--- config.mk ---
export PLATFORM = sky130hd
export DESIGN_NAME = rr_arbiter8
export DESIGN_NICKNAME = d
export VERILOG_FILES = /design/src/rtl/arb_pkg.sv /design/src/rtl/onehot_dec3to8.sv /design/src/rtl/rr_arbiter8.sv
export SDC_FILE = /design/constraint.sdc
export NUM_CORES = 1
export LEC_CHECK = 0
export CAP_MARGIN = 5
export CORE_ASPECT_RATIO = 1.4
export CORE_MARGIN = 2
export CORE_UTILIZATION = 55
export CTS_BUF_LIST = sky130_fd_sc_hd__clkbuf_2 sky130_fd_sc_hd__clkbuf_4 sky130_fd_sc_hd__clkbuf_8
export DETAILED_ROUTE_END_ITERATION = 10
export PLACE_DENSITY = 0.83
export SKIP_CTS_REPAIR_TIMING = 1
export SYNTH_ARGS = -nofsm -noshare
export SYNTH_HDL_FRONTEND = slang
export SYNTH_SLANG_ARGS = --single-unit
--- constraint.sdc ---
create_clock -name clk -period 4.1 [get_ports clk]
set_clock_uncertainty 0.15 [all_clocks]
set_input_delay 0.82 -clock clk [delete_from_list [all_inputs] [get_ports clk]]
set_output_delay 0.82 -clock clk [all_outputs]
set_load 0.03 [all_outputs]
--- src/rtl/arb_pkg.sv ---
// Shared constants, FSM state type and the wrap-around priority search
// used by the eight-way round-robin arbiter.
package arb_pkg;

  localparam int NREQ  = 8;
  localparam int IDX_W = 3;

  typedef enum logic {
    IDLE  = 1'b0,
    GRANT = 1'b1
  } state_t;

  // First set bit of vec, searching start, start+1, ... and wrapping 7->0.
  // Returns start when vec is zero; callers only use the result when vec!=0.
  function automatic logic [IDX_W-1:0] first_set_from(
    input logic [NREQ-1:0]  vec,
    input logic [IDX_W-1:0] start
  );
    logic [IDX_W-1:0] res;
    logic [IDX_W-1:0] idx;
    logic             found;
    res   = start;
    found = 1'b0;
    for (int k = 0; k < NREQ; k++) begin
      idx = start + IDX_W'(k);
      if (!found && vec[idx]) begin
        res   = idx;
        found = 1'b1;
      end
    end
    return res;
  endfunction

endpackage

--- src/rtl/onehot_dec3to8.sv ---
// Combinational 3-bit index to 8-bit one-hot decoder.
module onehot_dec3to8
  import arb_pkg::*;
(
  input  logic [IDX_W-1:0] idx,
  output logic [NREQ-1:0]  onehot
);

  // Exactly one bit set, selected by idx.
  always_comb begin
    onehot      = '0;
    onehot[idx] = 1'b1;
  end

endmodule

--- src/rtl/rr_arbiter8.sv ---
// Eight-way round-robin arbiter with bounded hold time.
// IDLE arbitrates from the priority pointer; GRANT holds until done, the
// grantee drops its request, or HOLD_MAX cycles elapse (forced release with
// a one-cycle timeout pulse). Every release costs one dead IDLE cycle.
module rr_arbiter8
  import arb_pkg::*;
#(
  parameter int HOLD_MAX = 16
) (
  input  logic             clk,
  input  logic             rst,
  input  logic [NREQ-1:0]  req,
  input  logic             done,
  output logic [NREQ-1:0]  gnt,
  output logic [IDX_W-1:0] gnt_idx,
  output logic             gnt_valid,
  output logic             timeout
);

  localparam int CNT_W = (HOLD_MAX > 1) ? $clog2(HOLD_MAX) : 1;
  localparam logic [CNT_W-1:0] HOLD_LAST = CNT_W'(HOLD_MAX - 1);

  state_t           state_q, state_d;
  logic [IDX_W-1:0] ptr_q,   ptr_d;
  logic [IDX_W-1:0] idx_q,   idx_d;
  logic [CNT_W-1:0] cnt_q,   cnt_d;
  logic             vld_q,   vld_d;
  logic             tout_q,  tout_d;
  logic [NREQ-1:0]  gnt_q,   gnt_d;
  logic [NREQ-1:0]  dec;

  // Decode the next-state winner; the result is registered into gnt so that
  // gnt and gnt_idx always change on the same edge.
  onehot_dec3to8 u_dec (
    .idx    (idx_d),
    .onehot (dec)
  );

  // Next-state logic: arbitration in IDLE, prioritized release in GRANT.
  always_comb begin
    state_d = state_q;
    ptr_d   = ptr_q;
    idx_d   = idx_q;
    cnt_d   = cnt_q;
    vld_d   = vld_q;
    tout_d  = 1'b0;
    unique case (state_q)
      IDLE: begin
        if (|req) begin
          state_d = GRANT;
          idx_d   = first_set_from(req, ptr_q);
          vld_d   = 1'b1;
          cnt_d   = '0;
        end
      end
      GRANT: begin
        // done wins over a dropped request, both win over the hold limit,
        // so a done in the last allowed cycle never raises timeout.
        if (done || !req[idx_q]) begin
          state_d = IDLE;
          vld_d   = 1'b0;
          ptr_d   = idx_q + IDX_W'(1);
        end else if (cnt_q == HOLD_LAST) begin
          state_d = IDLE;
          vld_d   = 1'b0;
          ptr_d   = idx_q + IDX_W'(1);
          tout_d  = 1'b1;
        end else begin
          cnt_d = cnt_q + CNT_W'(1);
        end
      end
      default: begin
        state_d = IDLE;
        vld_d   = 1'b0;
      end
    endcase
    gnt_d = vld_d ? dec : '0;
  end

  // State and output registers; reset also clears any grant in flight.
  always_ff @(posedge clk) begin
    if (rst) begin
      state_q <= IDLE;
      ptr_q   <= '0;
      idx_q   <= '0;
      cnt_q   <= '0;
      vld_q   <= 1'b0;
      tout_q  <= 1'b0;
      gnt_q   <= '0;
    end else begin
      state_q <= state_d;
      ptr_q   <= ptr_d;
      idx_q   <= idx_d;
      cnt_q   <= cnt_d;
      vld_q   <= vld_d;
      tout_q  <= tout_d;
      gnt_q   <= gnt_d;
    end
  end

  assign gnt       = gnt_q;
  assign gnt_idx   = idx_q;
  assign gnt_valid = vld_q;
  assign timeout   = tout_q;

endmodule

==> impl_metrics.toml <==
[logic_synthesis]
ys_seq_area_share_pct = 24.1
syn-mean-instance-area_um2 = 8.95
ys_ff_latch = 21
synthFlopType = "dfxtp_1"
yosys.area.top_type = "dfxtp_1"
synth.top_cell.area_share_pct = 24.1
synth_common_cells = "dfxtp_1 (21), nand2_1 (21), nor2_1 (18)"
syn_nets = 210
yosysWarnings = 0
netlist_top_cells_area = "dfxtp_1 (24%), mux4_2 (12%), mux2i_1 (5.7%), nand2_1 (4.5%), a21oi_1 (4.3%)"
synth.cell_area_um2 = 1750
async_reset_ff_share_pct = 0
synthCells = 195
synth_edf_count = 0
synth_cell_types = 54

[timing]
setup_viol = 0
max_freq_mhz = 270
fin_ws_ps = 392
finalHoldViolCount = 0
rsz0062_at_grt = "false"
relSlewSlack_pct = 59.0
setup_tns_ps = 0
fin_crit_ps = 3710
finalMaxSlewViolations = 0
tightest_slew_ps = 613
fin_crit_sh_pct = 90.5

[cells_and_area]
diodes = 0
area_growth_pct = 18.9
design_area_um2 = 2080
nFillCells = 260
fin_cells = 260
drive_above_1_share_pct = 15.8
layout.nets = 237

[critical_path]
crit_chain = "clkdlybuf4s50_1 > mux2_1 > mux4_2 > o32ai_4 > nand3_4 > o41a_1 > a21boi_2 > nor3b_2"
crit_buf_inv = 1
critical_path_class = "in -> reg"
critical_path.max_stage_delay_ps = 530
cp.required_ps = 4130
arrival_ps = 3740
critPathTopFamily = "compound AO/OA/AOI/OAI gates"
worst_setup_path_start_kind = "primary input"
worstPathMaxFanout = 7
crit_slowest_cell = "clkdlybuf4s50_1"
crit_path_end_kind = "flop"
reg2reg_slack_ps = 500

[place]
hpwl_um = 3450
placed_cells = 256
dpl_worst_slack_ps = 138
routabilityCongestion = 0.959
numPortBuffers = 23
placed_cell_area_um2 = 2030

[outcome]
status = "finished, final reports clean"

[drt]
vias = 1700
dr.pass1.iters = 4
drt_iter0_markers = 95
wl_per_cell_um = 17.4
drc = 0
vias_per_cell = 6.54
antenna_left = 0
totalWireLength_um = 4510

[global_routing]
grt_start_max_net_pins = 21
track_usage_pct = 26.9
antenna_found_initial = 0
grt_pass1_wl_um = 7640
grt_pass1_vias = 1629
grt_overflow = 0

[pwr]
p_leak_nw = 0.766
switching_power_w = 0.000417
p_seq_share_pct = 26.2
swShare_pct = 44.1
cell_internal_pwr_w = 0.000528
clockPowerShare_pct = 14.1
vdd_drop_max_uv = 378
finalPower_w = 0.000946
power_density_nw_per_um2 = 456
combPwrFrac_pct = 59.6

[cts]
cts_tree = "done"
cts_max_level = 1
cts_buffer_depth = 2
clock_latency_ps = 260
clockRootBuffer = "clkbuf_8"
cts.sinks = 21
cts_made_buffers = 3
path_clk_slew_ps = 70

[floorplan]
ios = 24
start_util_pct = 57.0
fp.dieW_um = 51.6
die_area_um2 = 3650
core_area_um2 = 3060
die_y_um = 70.7
row_count = 24

[hold_path]
hp-class = "reg -> reg"

[run]
drv_cap = 0
-- per-layer routing --
metal  share of wire, %  wire length [um]  vias up  global-route usage (%)
met2                 54              2440       69                    47.6
met4                2.7               120        0                    12.0
met5                  0                 0        -                       0
li1                   -                 -      792                       -
met1                 38              1720      826                    32.4
met3                5.2               233       13                    2.11
-- layout make-up --
class	instances	area [um^2]	share of cell area, %
multi-input cells	159	1250	60.5
flip-flops and latches	21	420	20.3
clock inverters	1	5.00	0.241
clock buffers	3	41.3	1.99
inverters	8	30.0	1.45
repair buffers	29	275	13.3
well taps	39	48.8	2.35
-- worst register-to-register path, delay by kind of cell, from the launching register on --
family | cells | cell delay, ps
fa+ha+maj | 1 | 490
flops | 1 | 330
buf+inv | 1 | 110
compound gates | 3 | 1140
simple gates | 2 | 370
mux | 2 | 940
-- flip-flops by register name, summed over array words and instances, names as in the netlist --
name       cells
timeout        1
gnt_valid      1
ptr_q          3
state_q        1
gnt_idx        3
gnt            8
cnt_q          4
-- cells in the final DEF (no fill, tap or decap), types with 5 or more instances in the layout --
cell,n
a21oi_1,15
buf_4,6
clkdlybuf4s50_1,23
dfxtp_1,21
inv_1,8
mux2i_1,10
mux4_2,9
nand2_1,21
nand3_1,6
nor2_1,18
nor3_1,6
o21ai_0,5
-- path summary, 6_finish.rpt --
| check | start | end | cells after the start |
|---|---|---|---|
| worst min-delay path | state_q | timeout | 2 |
| worst max register to register | ptr_q[0] | gnt[7] | 9 |
| worst min register to register | state_q | timeout | 2 |
| worst max-delay path | req[2] | gnt[7] | 8 |
-- power by group through the flow --
stage / combinational, W / sequential (W) / clock, W
after floorplan: 0.000387 / 0.000280 / 0
after CTS: 0.000556 / 0.000248 / 0.000135
after detailed placement: 0.000552 / 0.000252 / 0
after global placement: 0.000538 / 0.000251 / 0
after global routing: 0.000606 / 0.000251 / 0.000142
final: 0.000564 / 0.000248 / 0.000134
-- stage by stage --
step                      utilization [%]  hold WS [ps]
after floorplan                         -           325
after global placement               66.3           361
after detailed placement             66.3           374
after CTS                            67.8           392
after global routing                 67.8           445
final                                67.8           392
-- cells by family (layout without fill, tap and decap cells) --
family,count (synthesis),count (layout),synth area share [%]
adder cells (fa/ha/maj),4,4,2.87
flip-flops,21,21,24.1
XOR/XNOR,6,6,3.01
AND/OR/NAND/NOR,75,75,22.3
multiplexers,26,26,22.7
buffers and inverters,15,41,4.01
AO/OA/AOI/OAI,48,48,21.0
Note: power is estimated with default switching activity, not from simulation.
